[src/rtl/riscv_io_pkg.sv]
`default_nettype none
// ============================================================================
// Package : riscv_io_pkg
// Register map offsets and bus operation type for the RISC-V I/O controller.
// Rev     : 1.0
// ============================================================================
package riscv_io_pkg;

    localparam logic [7:0] IN_BASE    = 8'h00;
    localparam logic [7:0] OUT_BASE   = 8'h40;
    localparam logic [7:0] STATUS_OFF = 8'h80;
    localparam logic [7:0] IRQEN_OFF  = 8'h84;

    typedef struct packed {
        logic        we;
        logic [7:0]  addr;
        logic [31:0] wdata;
    } bus_op_t;

    // Channel index inside the IN or OUT window (word offset within 64 bytes).
    function automatic logic [3:0] chan_idx(input logic [7:0] addr);
        return addr[5:2];
    endfunction

endpackage
`default_nettype wire

[src/rtl/riscv_io_ctrl_debounce.sv]
`default_nettype none
// ============================================================================
// Module : io_debounce
// Two-flop synchroniser plus stable-sample counter for one input channel.
// Rev    : 1.0
// ============================================================================
module io_debounce #(
    parameter int DATA_W  = 32,
    parameter int DEB_CYC = 4
) (
    input  logic              clk,
    input  logic              reset,
    input  logic [DATA_W-1:0] sw_i,
    output logic [DATA_W-1:0] deb_o,
    output logic              chg_o
);

    localparam int CNT_W = $clog2(DEB_CYC + 1);

    logic [DATA_W-1:0] sync1_q, sync2_q, cand_q, deb_q;
    logic [CNT_W-1:0]  cnt_q, cnt_d;

    // The count includes the sample being taken, so a fresh value starts at one.
    always_comb begin
        if (sync2_q != cand_q) begin
            cnt_d = CNT_W'(1);
        end else if (cnt_q == CNT_W'(DEB_CYC)) begin
            cnt_d = cnt_q;
        end else begin
            cnt_d = cnt_q + CNT_W'(1);
        end
    end

    assign chg_o = (cnt_d == CNT_W'(DEB_CYC)) && (sync2_q != deb_q);
    assign deb_o = deb_q;

    always_ff @(posedge clk) begin
        if (reset) begin
            sync1_q <= '0;
            sync2_q <= '0;
            cand_q  <= '0;
            cnt_q   <= '0;
            deb_q   <= '0;
        end else begin
            sync1_q <= sw_i;
            sync2_q <= sync1_q;
            cand_q  <= sync2_q;
            cnt_q   <= cnt_d;
            if (chg_o) begin
                deb_q <= sync2_q;
            end
        end
    end

endmodule
`default_nettype wire

[src/rtl/riscv_io_ctrl.sv]
`default_nettype none
// ============================================================================
// Module : riscv_io_ctrl
// Memory-mapped debounced inputs, output registers and maskable change IRQ.
// Rev    : 1.0
// ============================================================================
module riscv_io_ctrl
    import riscv_io_pkg::*;
#(
    parameter int DATA_W  = 32,
    parameter int N_IN    = 2,
    parameter int N_OUT   = 2,
    parameter int DEB_CYC = 4
) (
    input  logic                    clk,
    input  logic                    reset,
    input  logic [N_IN*DATA_W-1:0]  sw_in,
    input  logic                    bus_req,
    input  logic                    bus_we,
    input  logic [7:0]              bus_addr,
    input  logic [31:0]             bus_wdata,
    output logic [31:0]             bus_rdata,
    output logic                    bus_ack,
    output logic                    bus_err,
    output logic [N_OUT*DATA_W-1:0] out_port,
    output logic                    irq
);

    logic [DATA_W-1:0]       deb_val [N_IN];
    logic [N_IN-1:0]         chg;
    logic [N_IN-1:0]         w1c;
    logic [N_IN-1:0]         status_q, status_d, irqen_q, irqen_d;
    logic [N_OUT*DATA_W-1:0] out_q, out_d;
    logic [31:0]             rdata_q, rdata_d;
    logic                    ack_q, err_q, err_d, irq_q;
    bus_op_t                 op;
    logic [3:0]              idx;

    for (genvar g = 0; g < N_IN; g++) begin : g_in
        io_debounce #(
            .DATA_W  (DATA_W),
            .DEB_CYC (DEB_CYC)
        ) u_deb (
            .clk   (clk),
            .reset (reset),
            .sw_i  (sw_in[g*DATA_W +: DATA_W]),
            .deb_o (deb_val[g]),
            .chg_o (chg[g])
        );
    end

    assign op  = '{we: bus_we, addr: bus_addr, wdata: bus_wdata};
    assign idx = chan_idx(op.addr);

    // Error paths leave rdata_d at zero and touch no register.
    always_comb begin
        rdata_d = '0;
        err_d   = 1'b0;
        out_d   = out_q;
        irqen_d = irqen_q;
        w1c     = '0;
        if (bus_req) begin
            if (op.addr[1:0] != 2'b00) begin
                err_d = 1'b1;
            end else if (op.addr[7:6] == IN_BASE[7:6]) begin
                if (op.we || (32'(idx) >= N_IN)) begin
                    err_d = 1'b1;
                end else begin
                    for (int i = 0; i < N_IN; i++) begin
                        if (idx == i[3:0]) rdata_d = 32'(deb_val[i]);
                    end
                end
            end else if (op.addr[7:6] == OUT_BASE[7:6]) begin
                if (32'(idx) >= N_OUT) begin
                    err_d = 1'b1;
                end else begin
                    for (int j = 0; j < N_OUT; j++) begin
                        if (idx == j[3:0]) begin
                            if (op.we) out_d[j*DATA_W +: DATA_W] = op.wdata[DATA_W-1:0];
                            else       rdata_d = 32'(out_q[j*DATA_W +: DATA_W]);
                        end
                    end
                end
            end else if (op.addr == STATUS_OFF) begin
                if (op.we) w1c = op.wdata[N_IN-1:0];
                else       rdata_d = 32'(status_q);
            end else if (op.addr == IRQEN_OFF) begin
                if (op.we) irqen_d = op.wdata[N_IN-1:0];
                else       rdata_d = 32'(irqen_q);
            end else begin
                err_d = 1'b1;
            end
        end
        // A new change event beats a simultaneous clear of the same bit.
        status_d = (status_q & ~w1c) | chg;
    end

    always_ff @(posedge clk) begin
        if (reset) begin
            ack_q    <= 1'b0;
            err_q    <= 1'b0;
            rdata_q  <= '0;
            out_q    <= '0;
            status_q <= '0;
            irqen_q  <= '0;
            irq_q    <= 1'b0;
        end else begin
            ack_q    <= bus_req;
            err_q    <= err_d;
            rdata_q  <= rdata_d;
            out_q    <= out_d;
            status_q <= status_d;
            irqen_q  <= irqen_d;
            irq_q    <= |(status_q & irqen_q);
        end
    end

    assign bus_ack   = ack_q;
    assign bus_err   = err_q;
    assign bus_rdata = rdata_q;
    assign out_port  = out_q;
    assign irq       = irq_q;

endmodule
`default_nettype wire

[config.mk]
export PLATFORM = sky130hd
export DESIGN_NAME = riscv_io_ctrl
export DESIGN_NICKNAME = d
export VERILOG_FILES = /design/src/rtl/riscv_io_pkg.sv /design/src/rtl/riscv_io_ctrl_debounce.sv /design/src/rtl/riscv_io_ctrl.sv
export SDC_FILE = /design/constraint.sdc
export NUM_CORES = 1
export LEC_CHECK = 0
export CORE_MARGIN = 4
export CORE_UTILIZATION = 50
export CTS_CLUSTER_DIAMETER = 200
export DETAILED_ROUTE_END_ITERATION = 8
export PLACE_DENSITY = 0.79
export SLEW_MARGIN = 25
export SYNTH_ARGS = -nofsm -noshare
export SYNTH_HDL_FRONTEND = slang
export SYNTH_SLANG_ARGS = --single-unit
[constraint.sdc]
create_clock -name clk -period 6 [get_ports clk]
set_clock_uncertainty 0.2 [all_clocks]
set_input_delay 1.2 -clock clk [delete_from_list [all_inputs] [get_ports clk]]
set_output_delay 1.2 -clock clk [all_outputs]
set_load 0.05 [all_outputs]
[Word level (Yosys, flattened, before mapping)]
Index checks and enable logic that the tools add are counted.
Storage, ports and cells
  register bits: 365
  bits of input ports: 108
  output and inout port bits: 99
Operators by class
  magnitude comparators: 1
  mux-type cells: 31
  add/subtract/negate cells: 2
  reduce and logical (&&, ||, !) cells: 12
  bitwise logic cells: 10
  equal/unequal tests: 12
Operator list (number)
  two-way mux 32 bit: 11
  != test 32 bit: 4
  AND reduction 7 bit: 3
  two-way mux 2 bit: 9
  == test 8 bit, second input constant: 2
  == test 3 bit, second input constant: 4
  two-way mux 3 bit: 4
  two-way mux 1 bit: 7
  adder 3 x 1 -> 3 bit, second input constant: 2
  NOT 1 bit: 6
  AND 2 bit: 2
  == test 4 x 1 -> 1 bit, second input constant: 1
  >= comparator 4 x 2 -> 1 bit, second input constant: 1
  logical NOT 4 bit: 1
  OR reduction 2 bit: 2
  OR reduction 3 bit: 1
  == test 2 x 1 -> 1 bit, second input constant: 1
  logical AND 1 bit: 2
  logical NOT 2 bit: 1
  NOT 2 bit: 1
  bitwise OR 2 bit: 1
  nonzero test 2 bit: 1
  logical OR 1 bit: 1

[Logic depth before layout (Yosys ltp)]
  word-level depth: 9
  mapped depth: 9

[By module]
Synthesis repeated with hierarchy kept, for this count alone.
Unflattened totals
  cell total of the unflattened synthesis: 1324
  area total of the unflattened synthesis: 14496.4 um2
By module, submodules not included
  riscv_io_ctrl: cells each 506, instances 1, sequential area each 2062.0 um2, area an instance 5032.3 um2
  io_debounce (g_in[1].u_deb): cells each 410, instances 1, sequential area each 2622.5 um2, area an instance 4802.1 um2
  io_debounce (g_in[0].u_deb): cells each 408, instances 1, sequential area each 2622.5 um2, area an instance 4662.0 um2

[Worst setup path after synthesis]
Ideal clock, no wire load.
  kind: input -> register
  from: input reset
  to: register g_in[0].u_deb.cnt_q[0]
  buffers on the path: 5
  cell stages on the path: 6
  slack: 3.073 ns
  arrival: 2.599 ns
  setup time: 0.128 ns
  required time: 5.672 ns
  cells stage by stage: clkbuf_1 clkbuf_1 clkbuf_1 clkbuf_1 buf_1 nor2_1
RTL lines
  from (decl): line riscv_io_ctrl.sv:16  | input logic reset,
  to (signal assigned): line riscv_io_ctrl_debounce.sv:48  | cnt_q <= cnt_d;
  to (decl): line riscv_io_ctrl_debounce.sv:21  | logic [CNT_W-1:0] cnt_q, cnt_d;
No word-level cell between the ends.

[Worst setup path after layout]
  from: input bus_addr[5]
  to: register out_q[0], in the netlist out_port[0]
Between the ends
  word-level cells in the longest chain between the ends: 3
Ends and longest elaborated chain
  from (decl): line riscv_io_ctrl.sv:20  | input logic [7:0] bus_addr,
  >= comparator 4 x 2 -> 1 bit: line riscv_io_ctrl.sv:74  | if (32'(idx) >= N_OUT) begin
  NOT 1 bit (no line)
  AND reduction 7 bit (no line) (*)
  to (signal assigned): line riscv_io_ctrl.sv:111  | out_q <= out_d;
  to (decl): line riscv_io_ctrl.sv:33  | logic [N_OUT*DATA_W-1:0] out_q, out_d;
Every way passes the cells marked *; elsewhere a longest branch is shown, timed or not.
A chain may end at the register's enable or synchronous reset.

==> results.cfg <==
[clock_tree]
max-clock-path-buffers = 3
insertion_delay_ps = 520
clock-sinks = 365
cts-hold-fix-buffers = 0
clockRootBuffer = sky130_fd_sc_hd__clkbuf_16
clkSlewWorstSetupHoldPaths_ps = 60
tritoncts = done
post-cts-setup-buffer-count = 0
cts_inserted_buffers = 37
cts_resized = 0
ctsHtreeMaxLevel = 2

[die]
floorplan.initialDensity = 0.510
core_region_area_um2 = 27000
die-area_um2 = 30300
rows = 60
floorplan.die.height_um = 174
i_o_pins = 207
dieWidth_um = 174

[setup_path]
regToRegStartpoint = g_in[1].u_deb.sync2_q[3]$_SDFF_PP0_
rr_worst_depth = 7
end_kind = register
cp.buffers_inverters = 1
cpMaxStageDelayCell = sky130_fd_sc_hd__or4_2
worst_r2r_endpoint = g_in[1].u_deb.deb_o[24]$_SDFFE_PP0P_
cpPeakStageDelay_ps = 1040
regToRegSetupSlack_ps = 2560
cp_cell_sequence = clkdlybuf4s50_1, nor3_1, nand2_1, or4_2, nand2_1, a21oi_1
critPathTopFamily = simple AND/OR/NAND/NOR gates
timing_worst_setup_path_type = input port to register
cp_startpoint_kind = input port
cp_common_cell = sky130_fd_sc_hd__nand2_1
cp.required_ps = 6160
critical_path.max_fanout = 32
worst-endpoint-arrival_ps = 3620
critical_path_depth = 6

[synthesis]
synth_enable_flop_cells = 0
cell_area_after_technology_mapping_um2 = 13800
synth.top_cells.by_area = sky130_fd_sc_hd__dfxtp_1 53%, sky130_fd_sc_hd__nor2b_1 12%, sky130_fd_sc_hd__mux2_4 6.3%
synth_commonest_cells = 365 x sky130_fd_sc_hd__dfxtp_1, 258 x sky130_fd_sc_hd__nor2b_1, 170 x sky130_fd_sc_hd__nand2_1
post_synthesis_adder_cell_area_fraction = 0.00363
dominant_cell_by_count_in_the_synthesized_netlist = sky130_fd_sc_hd__dfxtp_1
synth_cell_type_count = 30
post_synth_xor_area_fraction = 0.0826
yosys.area.top_type = sky130_fd_sc_hd__dfxtp_1
syn_avg_cell_area_um2 = 10.4
dominant_combinational_cell_family_by_area_after_synthesis = simple AND/OR/NAND/NOR gates
synthSimpleGateAreaFrac = 0.196
share_of_the_synthesized_area_in_the_top_cell_type = 0.530
ys_dominant_reg_cell = sky130_fd_sc_hd__dfxtp_1
synth_sequential_area_ratio = 0.530
synth_cells = 1322
ys_seq_elements = 365
synth.area.mux_share = 0.0982
synth_compound_area_frac = 0.0582
synthesis.nets = 1434
ys_warn_count = 0
synth-async-reset-ratio = 0

[detailed_routing]
via_per_inst = 5.20
post_dr_wirelength_cell_um = 18.2
drtPass1Iterations = 6
vias = 9696
detail-route-antenna-nets = 0
wirelength_um = 34000
initialDrtViolationCount = 891
route.detailed.drc = 0

[sta]
setup-violations-final = 0
number_of_max_slew_violations_in_the_final_report = 0
finalCriticalPeriod_ps = 3460
final.period_utilization = 0.577
grt_setup_unrepaired = no
setup_slack_after_layout_ps = 2540
setup_total_negative_slack_ps = 0
timing.fmax_mhz = 289
finalHoldViolCount = 0
worst_slew_margin_rel = 0.407
worst_slew_pin_slew_ps = 889

[worst_hold_path]
holdCritPathClass = register to register
hp-start = g_in[0].u_deb.sync1_q[10]$_SDFF_PP0_
cell_depth_of_the_worst_hold_path = 1
worst_hold_path.endpoint = g_in[0].u_deb.sync2_q[10]$_SDFF_PP0_

[cells_and_area]
layout-drive-gt1-share = 0.116
syn_to_final_growth_pct = 24.7
finalNetCount = 1609
fin_util = 0.636
antennaDiodeCount = 0
final_cell_area_excluding_filler_cells_um2 = 17200

[pwr]
vdd.ir_drop.worst_mv = 0.145
power.density_nw_per_um2 = 293
finalPower_mw = 5.03
power.leakage_nw = 6.69

[global_route]
number_of_antenna_violations_at_the_first_check_in_global_routing = 0
grt_pass1_wl_um = 52700
groute.usage.overall = 0.215
grt_remaining_overflow = 0
grt_pass1_vias = 9682
maximum_number_of_pins_on_one_net_before_global_route_repair = 222

[run]
maxcap_viol_count = 0

[outcome]
status = complete, no violations

[placement]
gp_routability_congestion = 0.912
detailed_place.area_um2 = 16000
pre_cts_slack_ps = 2070
portBuffers = 206
hpwlAfterDp_um = 23900
area by class of cell:
| class | count | area (µm²) |
|---|---|---|
| Clock buffer | 53 | 1070 |
| Inverter | 4 | 15.0 |
| Fill cell | 2121 | 9840 |
| Clock inverter | 13 | 154 |
| Sequential cell | 365 | 7310 |
| Multi-Input combinational cell | 874 | 6070 |
| Tap cell | 341 | 427 |
| Timing Repair Buffer | 215 | 2140 |
worst max-delay path by stage:
| stage | endpoint | slack, ps | startpoint |
|---|---|---|---|
| floorplan | g_in[0].u_deb.cnt_q[0]$_SDFF_PP0_ | 3070 | reset |
| global placement | out_port[20]$_SDFFE_PP0P_ | 2050 | bus_addr[5] |
| detailed placement | out_port[9]$_SDFFE_PP0P_ | 2070 | bus_addr[5] |
| CTS | g_in[1].u_deb.deb_o[24]$_SDFFE_PP0P_ | 2610 | g_in[1].u_deb.sync2_q[3]$_SDFF_PP0_ |
| global route | out_port[30]$_SDFFE_PP0P_ | 2410 | bus_addr[5] |
| finish | out_port[0]$_SDFFE_PP0P_ | 2540 | bus_addr[5] |
layer usage:
layer | global-route usage | share of wire
met1 | 0.286 | 0.44
met2 | 0.350 | 0.45
met3 | 0.0424 | 0.078
met4 | 0.0785 | 0.034
met5 | 0 | 0
power by group:
part	internal, mW	switching (mW)	total (mW)
Clock	1.37	0.903	2.27
Sequential	2.48	0.0341	2.51
Combinational	0.134	0.117	0.251
Total	3.98	1.05	5.03
per-stage QoR:
step | std cells | hold WS (ps)
after floorplan | 1322 | 214
after global placement | 1799 | 221
after detailed placement | 1799 | 222
after CTS | 1865 | 235
after global routing | 1865 | 249
final | 1865 | 232
worst reg2reg max path: stages (launching register included):
cell	delay, ps
sky130_fd_sc_hd__dfxtp_1	330
sky130_fd_sc_hd__xnor2_1	300
sky130_fd_sc_hd__nand4_1	200
sky130_fd_sc_hd__nor4_1	370
sky130_fd_sc_hd__nand2_1	180
sky130_fd_sc_hd__or4b_2	1020
sky130_fd_sc_hd__buf_4	380
sky130_fd_sc_hd__mux2_4	340
layout by cell type, fill, tap and decap left out, types with 6 or more instances in the layout:
cell type	instances
sky130_fd_sc_hd__dfxtp_1	365
sky130_fd_sc_hd__nor2b_1	258
sky130_fd_sc_hd__clkdlybuf4s50_1	204
sky130_fd_sc_hd__nand2_1	168
sky130_fd_sc_hd__a21oi_1	98
sky130_fd_sc_hd__xnor2_1	66
sky130_fd_sc_hd__xor2_1	64
sky130_fd_sc_hd__mux2_4	58
sky130_fd_sc_hd__mux2_2	41
sky130_fd_sc_hd__clkbuf_16	37
sky130_fd_sc_hd__o221ai_1	31
sky130_fd_sc_hd__nor4_1	21
sky130_fd_sc_hd__nand4_1	20
sky130_fd_sc_hd__nor2_1	12
sky130_fd_sc_hd__clkbuf_8	8
sky130_fd_sc_hd__clkbuf_1	8
sky130_fd_sc_hd__buf_4	8
sky130_fd_sc_hd__clkinv_2	6
registers in the layout, indices dropped and copies added, names as in the netlist:
register	count
bus_err	1
g_in.u_deb.sync2_q	64
g_in.u_deb.cand_q	64
status_q	2
irq	1
irqen_q	2
out_port	64
g_in.u_deb.sync1_q	64
g_in.u_deb.deb_o	64
g_in.u_deb.cnt_q	6
bus_rdata	32
bus_ack	1
kinds of logic after synthesis:
kind of cell / count (synthesis)
xor+xnor: 130
compound gates: 135
fa+ha+maj: 4
mux: 101
buf+inv: 83
flops: 365
simple gates: 504
(Power assumes the default switching activity.)
